==> src/rtl/ps2_receptor.sv <==
`timescale 1ns/1ps
// ps2_receptor
//   PS/2 keyboard serial receiver feeding the scancode filter.
//   Both PS/2 lines are synchronised; ps2c is additionally deglitched
//   through a FILTER_LEN-deep shift register. Each 11-bit frame
//   (start, 8 data LSB-first, odd parity, stop) is deserialised on the
//   falling edges of the filtered clock and checked. A good frame
//   updates dout and pulses rx_done_tick. A bad or stalled frame
//   pulses err_tick.
//
// Ports
//   clk           system clock, all logic on posedge
//   reset         asynchronous, active-high reset
//   ps2c, ps2d    PS/2 clock / data lines (asynchronous, idle high)
//   rx_en         1 = a start bit may open a new frame
//   rx_done_tick  1-cycle pulse, dout holds a newly received byte
//   dout          last valid received byte
//   err_tick      1-cycle pulse, frame discarded (parity/stop/timeout)
module ps2_receptor #(
    parameter int FILTER_LEN  = 8,
    parameter int TIMEOUT_CYC = 50000
) (
    input  logic       clk,
    input  logic       reset,
    input  logic       ps2c,
    input  logic       ps2d,
    input  logic       rx_en,
    output logic       rx_done_tick,
    output logic [7:0] dout,
    output logic       err_tick
);

    localparam int TW = (TIMEOUT_CYC > 2) ? $clog2(TIMEOUT_CYC) : 1;
    localparam logic [TW-1:0] TMO_MAX = TW'(TIMEOUT_CYC - 1);

    typedef enum logic [1:0] {IDLE, DPS, CHK} state_t;

    // ------------------------------------------------------------------
    // Input path: 2-FF synchronisers, then the ps2c deglitch filter.
    // Everything resets to the idle-high level so that leaving reset
    // never manufactures a falling edge.
    // ------------------------------------------------------------------
    logic [1:0]            c_sync_reg;
    logic [1:0]            d_sync_reg;
    logic [FILTER_LEN-1:0] filt_reg;
    logic                  level_reg;
    logic                  level_prev_reg;
    logic                  fall_edge;
    logic                  d_in;

    always_ff @(posedge clk or posedge reset) begin
        if (reset) begin
            c_sync_reg <= 2'b11;
            d_sync_reg <= 2'b11;
        end else begin
            c_sync_reg <= {c_sync_reg[0], ps2c};
            d_sync_reg <= {d_sync_reg[0], ps2d};
        end
    end

    generate
        for (genvar gi = 0; gi < FILTER_LEN; gi++) begin : g_filt
            if (gi == 0) begin : g_head
                always_ff @(posedge clk or posedge reset) begin
                    if (reset) filt_reg[gi] <= 1'b1;
                    else       filt_reg[gi] <= c_sync_reg[1];
                end
            end else begin : g_tail
                always_ff @(posedge clk or posedge reset) begin
                    if (reset) filt_reg[gi] <= 1'b1;
                    else       filt_reg[gi] <= filt_reg[gi-1];
                end
            end
        end
    endgenerate

    // Level changes only on a unanimous window; mixed windows hold,
    // so pulses shorter than FILTER_LEN cycles never reach the FSM.
    always_ff @(posedge clk or posedge reset) begin
        if (reset) begin
            level_reg      <= 1'b1;
            level_prev_reg <= 1'b1;
        end else begin
            if (&filt_reg)
                level_reg <= 1'b1;
            else if (~|filt_reg)
                level_reg <= 1'b0;
            level_prev_reg <= level_reg;
        end
    end

    assign fall_edge = level_prev_reg & ~level_reg;
    assign d_in      = d_sync_reg[1];

    // ------------------------------------------------------------------
    // Frame FSM
    // ------------------------------------------------------------------
    state_t       state_reg, state_next;
    logic [10:0]  sr_reg, sr_next;
    logic [3:0]   bit_reg, bit_next;
    logic [TW-1:0] tmo_reg, tmo_next;
    logic [7:0]   dout_reg, dout_next;
    logic         done_reg, done_next;
    logic         err_reg, err_next;
    logic         frame_ok;

    always_ff @(posedge clk or posedge reset) begin
        if (reset) begin
            state_reg <= IDLE;
            sr_reg    <= '0;
            bit_reg   <= '0;
            tmo_reg   <= '0;
            dout_reg  <= 8'h00;
            done_reg  <= 1'b0;
            err_reg   <= 1'b0;
        end else begin
            state_reg <= state_next;
            sr_reg    <= sr_next;
            bit_reg   <= bit_next;
            tmo_reg   <= tmo_next;
            dout_reg  <= dout_next;
            done_reg  <= done_next;
            err_reg   <= err_next;
        end
    end

    // After all 11 shifts: sr[0]=start, sr[8:1]=data, sr[9]=parity,
    // sr[10]=stop. Odd parity means data plus parity has odd weight.
    assign frame_ok = sr_reg[10] & ~sr_reg[0] & (^sr_reg[9:1]);

    always_comb begin
        state_next = state_reg;
        sr_next    = sr_reg;
        bit_next   = bit_reg;
        tmo_next   = tmo_reg;
        dout_next  = dout_reg;
        done_next  = 1'b0;
        err_next   = 1'b0;
        case (state_reg)
            IDLE: begin
                if (fall_edge && rx_en && !d_in) begin
                    state_next = DPS;
                    bit_next   = 4'd9;
                    tmo_next   = '0;
                    sr_next    = {d_in, sr_reg[10:1]};
                end
            end
            DPS: begin
                if (fall_edge) begin
                    sr_next  = {d_in, sr_reg[10:1]};
                    tmo_next = '0;
                    if (bit_reg == 4'd0)
                        state_next = CHK;
                    else
                        bit_next = bit_reg - 4'd1;
                end else if (tmo_reg == TMO_MAX) begin
                    // Sender stalled mid-frame: drop it.
                    state_next = IDLE;
                    err_next   = 1'b1;
                end else begin
                    tmo_next = tmo_reg + 1'b1;
                end
            end
            CHK: begin
                state_next = IDLE;
                if (frame_ok) begin
                    dout_next = sr_reg[8:1];
                    done_next = 1'b1;
                end else begin
                    err_next = 1'b1;
                end
            end
            default: state_next = IDLE;
        endcase
    end

    assign rx_done_tick = done_reg;
    assign err_tick     = err_reg;
    assign dout         = dout_reg;

endmodule

==> config.mk <==
export PLATFORM = sky130hd
export DESIGN_NAME = ps2_receptor
export DESIGN_NICKNAME = d
export VERILOG_FILES = /design/src/rtl/ps2_receptor.sv
export SDC_FILE = /design/constraint.sdc
export NUM_CORES = 1
export LEC_CHECK = 0
export ABC_CLOCK_PERIOD_IN_PS = 2300
export BUFFER_PORTS_ARGS = -buffer_cell sky130_fd_sc_hd__buf_2
export CAP_MARGIN = 20
export CORE_UTILIZATION = 29
export CTS_CLUSTER_SIZE = 40
export DETAILED_ROUTE_END_ITERATION = 8
export SLEW_MARGIN = 5
export SYNTH_ARGS = -nofsm -noshare
export SYNTH_HDL_FRONTEND = slang
export SYNTH_SLANG_ARGS = --single-unit
==> constraint.sdc <==
create_clock -name clk -period 2.3 [get_ports clk]
set_input_delay 0.115 -clock clk [delete_from_list [all_inputs] [get_ports clk]]
set_output_delay 0.115 -clock clk [all_outputs]
set_load 0.05 [all_outputs]
After elaboration in Yosys (flattened, before gate mapping)

Index checks and enable logic that the tools add are counted.

Output and inout port bits: 10
Logic and storage cells: 74
Input port bits: 5
Register bits: 57

Mux-type cells: 24
Equal/unequal tests: 10
Add/subtract/negate cells: 2
Reduce and logical (&&, ||, !) cells: 14
Bitwise gates (word level): 5

Operators with widths:

| cell                                                 | number |
|---|---|
| two-way mux 16 bit                                   | 3 |
| one-hot mux 16 bit (2 select lines)                  | 1 |
| two-way mux 11 bit                                   | 2 |
| one-hot mux 11 bit (2 select lines)                  | 1 |
| adder 16 x 1 -> 16 bit (second input constant)       | 1 |
| equality test 16 bit (second input constant)         | 1 |
| two-way mux 4 bit                                    | 3 |
| inequality test 3 bit (second input constant)        | 3 |
| AND reduction 3 bit                                  | 3 |
| parity 9 bit                                         | 1 |
| two-way mux 2 bit                                    | 4 |
| inequality test 2 bit (second input constant)        | 4 |
| one-hot mux 4 bit (2 select lines)                   | 1 |
| AND reduction 8 bit                                  | 1 |
| OR reduction 8 bit                                   | 1 |
| two-way mux 1 bit                                    | 7 |
| zero test 4 bit                                      | 1 |
| one-hot mux 2 bit (2 select lines)                   | 1 |
| AND reduction 4 bit                                  | 1 |
| subtractor 4 x 1 -> 4 bit (second input constant)    | 1 |
| AND 1 bit                                            | 3 |
| equality test 2 x 1 -> 1 bit (second input constant) | 1 |
| equality test 2 bit (second input constant)          | 1 |
| logical AND 1 bit                                    | 2 |
| 6 further kinds                                      | 7 |

Depth between registers and ports, before layout

Depth after elaboration: 6
Depth in mapped cells: 8
Mapped depth without buffers: 7

Least setup slack after synthesis

OpenSTA, ideal clock, no wires.

Kind: flip-flop to flip-flop
From: reg sr_reg[4]
To: reg dout_reg[0] (netlist: dout[0])
Setup time: 0.125 ns
Data required time: 2.175 ns
Path buffers: 1
Arrival time: 1.896 ns
Cell stages (with the launch flop): 7
Period minus slack after synthesis: 2.021 ns
Setup slack: 0.279 ns
Path through: dfrtp_1 > xor2_1 > xnor3_1 > xnor2_1 > or3b_1 > buf_6 > mux2_4

Longest elaborated chain between the ends: 3

RTL lines:

| item                          | RTL line | RTL |
|---|---|---|
| start: declaration            | 99       | `logic [10:0] sr_reg, sr_next;` |
| start signal: assignment      | 118      | `sr_reg <= sr_next;` |
| parity 9 bit                  | 129      | `assign frame_ok = sr_reg[10] & ~sr_reg[0] & (^sr_reg[9:1]);` |
| AND 1 bit                     | 129      |  |
| AND reduction 2 bit (no line) | -        |  |
| end signal: assignment        | 121      | `dout_reg <= dout_next;` |
| end: declaration              | 102      | `logic [7:0] dout_reg, dout_next;` |

Every way passes these cells.
A chain may end at the register's enable or synchronous reset.

Worst setup path in the final report

From: reg tmo_reg[4]
To: reg state_reg[1]

Longest elaborated chain between the ends: 3

RTL lines:

| item                            | RTL line | RTL |
|---|---|---|
| start: declaration              | 101      | `logic [TW-1:0] tmo_reg, tmo_next;` |
| start signal: assignment        | 120      | `tmo_reg <= tmo_next;` |
| equality test 16 bit            | 156      | `end else if (tmo_reg == TMO_MAX) begin` |
| inequality test 3 bit (no line) | -        |  |
| AND reduction 3 bit (no line)   | -        |  |
| end signal: assignment          | 117      | `state_reg <= state_next;` |
| end: declaration                | 98       | `state_t state_reg, state_next;` |

Every way passes these cells.

==> run summary <==
The commonest cells after synthesis are 51 x sky130_fd_sc_hd__nand2_1, 43 x sky130_fd_sc_hd__dfrtp_1, 18 x sky130_fd_sc_hd__o21ai_0. The core outline area was 8720 sq um. The actual transition at the worst max-transition pin is 0.543 ns, and the number of maximum-capacitance constraint violations is 0.

The final-layout fill cell count was 856. The run gives 0 as the number of antenna violations at the first check in global routing. Post-synthesis area per instance: 10.6 sq um. Data on the critical path arrives at its endpoint at 2.32 ns. The area of the die is 9420 sq um. Setup violations remaining at the end of the flow were counted as 0. The buffer depth of the longest clock path came out at 2.

In the final layout, the multi-input gates occupy 1100 sq um. The run gives 0 as the number of failing hold endpoints at the final stage. In the final timing run, aggregate negative setup slack is 0 ns. Using the TritonRoute via totals, the vias-per-cell ratio works out to 4.74. The relative area change from synthesis to final layout is 17.1%. Once detailed placement completed, the half-perimeter wirelength came to 3.32 mm.

The initial utilization of the core area, before any placement, comes to 30.1%. Clock insertion delay at the later pin of the skew report: 0.33 ns. The floorplan step set the die height to 97.1 um.

The class of the most critical hold timing path is primary input to async pin. Yosys printed 0 warnings. In this run the clock root is driven by a sky130_fd_sc_hd__clkbuf_8. Cells with a size suffix above 1 make up 23.9% of the layout.

Measured against its own limit, the worst slew margin works out to 63.5%. Counting every instance in the synthesized netlist gives 248. For this run, the share of the core covered by cells in the final layout is 35.2%. The number of nets handed over by synthesis was 259. For this run, the post-layout net count is 291.

The share of flip-flops with an asynchronous set or reset after synthesis is 100%. The pin count of the biggest net entering global routing is 26. The depth of the worst register-to-register path is 5.

The run gives 9 as the total clock buffers created by CTS. The largest total area in the synthesized netlist belongs to sky130_fd_sc_hd__dfrtp_1. The total overflow reported by the global router is 0. For the number of clock sinks, the log shows 57. Derived from the worst setup path, the maximum achievable clock frequency is 477 MHz.

The number of distinct standard cells referenced by the synthesized netlist came out at 43. In the final routed layout, each cell accounts on average for 12.1 um. For this run, the detailed router's first-pass iteration total came to 4.

The tools report the terminus of the critical flop-to-flop path as state_reg[1]$_DFFE_PP0P_. For the overall track demand over capacity in global routing, the log shows 11.1%. The clock transition at the register clock pins on the worst setup and hold paths after CTS came out at 0.06 ns. The worst path uses 91.2% of the clock period. In the final layout, flip-flops and latches occupy 1440 sq um.

Across all register-to-register paths, the minimum setup slack is 0.20 ns. The minimum clock period was 2.10 ns. TritonCTS built the clock tree. The cell area that synthesis handed to floorplanning was 2620 sq um.

The cell row count was 34. STA classifies the critical path endpoint as a flop. The flow ran to the end, and the final reports show no timing, DRC or antenna violations.

The startpoint identified for the worst register-to-register timing path is tmo_reg[4]$_DFFE_PP0P_. For the static leakage power, the log shows 0.00151 uW. The largest fanout on the critical path is 7, and the total power density per cell area is 1030 nW/um^2. For this design the top-level I/O count stands at 15. The number of enable flip-flop cells after synthesis is 0.

The number of global-route vias before repair is 1,813. The logs give 393 for the number of standard cells in the final layout excluding fillers and 3 for the H-tree level count. The worst setup path is launched from a flop. Setup repair after global routing left no endpoint under its margin. The count of buffers added on input and output ports is 14. After synthesis the netlist holds a flip-flop and latch count of 57. By area the synthesized netlist is led by sky130_fd_sc_hd__dfrtp_1 41%, sky130_fd_sc_hd__dfstp_2 14%, sky130_fd_sc_hd__nand2_1 7.3%, sky130_fd_sc_hd__mux2_4 4.6%, sky130_fd_sc_hd__o21ai_0 3.4%.

The worst clock skew came out at 0.00826 ns. For this run, the register share of the synthesized area comes to 55.1%. The number of max-slew violations in the final report is 0. The detailed router finished its first iteration with 88 violations. Number of placed instances, taps included: 373. The first global-routing pass estimated 8.38 mm of wire.

The antenna diode count is 0, and the routability congestion estimate from global placement is 0.782. The x dimension of the die was 97.1 um. The critical path starts at tmo_reg[4]$_DFFE_PP0P_. The share of synthesized area in the top cell type comes to 41.1%. IR analysis of the VDD net gives a maximum drop of 0.000464 V. After detailed routing, the total wire length is 4.76 mm. Across all layers, the routed design uses 1,863 vias. The type of the worst setup path is flop to flop.

Flip-flop count of the largest register after layout: 16. The run gives 0 as the total DRC errors in the routed layout. Yosys instantiated no cell more often than sky130_fd_sc_hd__nand2_1. The most used flip-flop cell after synthesis is sky130_fd_sc_hd__dfrtp_1.

The remaining number of nets flagged by the antenna check after routing is 0, and the worst endpoint required time is 2.52 ns.
[metrics by stage]
stage                     hold WS (ns)  setup WS (ns)  power (uW)  cell area (sq um)
after floorplan                  0.119          0.279        2110               2620
after global placement          0.0539         0.0941        2350               2860
after detailed placement        0.0597         0.0568        2390               2860
after CTS                        0.249         0.0400        3170               3060
after global routing             0.261         0.0454        3390               3070
final                            0.246          0.202        3160               3070
[cells in the final DEF, fill, tap and decap left out, types with 5 or more instances in the layout]
cell type and count:
sky130_fd_sc_hd__dfstp_2 14, sky130_fd_sc_hd__dfrtp_1 43, sky130_fd_sc_hd__buf_4 9, sky130_fd_sc_hd__a21oi_1 8, sky130_fd_sc_hd__xor2_1 7, sky130_fd_sc_hd__nand3_1 5
sky130_fd_sc_hd__clkbuf_8 9, sky130_fd_sc_hd__ha_1 6, sky130_fd_sc_hd__inv_1 12, sky130_fd_sc_hd__nor2_1 15, sky130_fd_sc_hd__o21ai_0 18, sky130_fd_sc_hd__buf_2 14
sky130_fd_sc_hd__nand2_1 51, sky130_fd_sc_hd__mux2_4 8, sky130_fd_sc_hd__nand4_1 6
[worst max-delay path: stages (launching register included)]
cell	delay [ns]
sky130_fd_sc_hd__dfrtp_1	0.41
sky130_fd_sc_hd__or4b_2	0.74
sky130_fd_sc_hd__nor4_4	0.50
sky130_fd_sc_hd__a21oi_1	0.12
sky130_fd_sc_hd__o21ai_0	0.15
sky130_fd_sc_hd__nand2_1	0.06
[cell type report]
| cell class | instances | area share, % |
|---|---|---|
| clock buffer | 10 | 4.16 |
| timing repair buffer | 27 | 5.83 |
| tap | 108 | 4.40 |
| inverter | 13 | 1.59 |
| multi-input combinational | 172 | 35.9 |
| sequential | 57 | 47.0 |
| clock inverter | 6 | 1.14 |
[worst max-delay path by stage]
stage,end
2_1_floorplan,dout[0]$_DFFE_PP0P_
3_3_place_gp,dout[0]$_DFFE_PP0P_
3_5_place_dp,dout[0]$_DFFE_PP0P_
4_1_cts,dout[5]$_DFFE_PP0P_
5_1_grt,state_reg[1]$_DFFE_PP0P_
6_report,state_reg[1]$_DFFE_PP0P_
[routing by layer]
metal  track usage, %  part of all wire, %
met5                0                    0
met4             4.13                 0.53
met3             4.39                  5.5
met2             17.2                   45
met1             14.0                   49
[report_power, final]
part / leakage [uW] / internal [uW] / switching, uW
clock: 0.0000818 / 382 / 386
sequential: 0.000726 / 1180 / 161
combinational: 0.000698 / 456 / 588
[repair_timing]
item	4_1_cts	5_1_grt
endpoints found under the setup margin	0	8
gates resized for setup	0	1
hold buffers	3	0
endpoints found under the hold margin	11	0
setup buffers	0	0
[logic make-up (layout without fill, tap and decap cells)]
logic type	count (synthesis)	after routing	synth area share, %
AOI/OAI and AO/OA	41	41	9.40
buffers and inverters	19	56	3.01
DFF	57	57	55.1
muxes	12	12	6.16
xor gates and xnor gates	12	12	4.53
adders and majority gates	6	6	2.86
and+or+nand+nor	101	101	19.0
No activity file was read; power rests on OpenSTA's default activity.
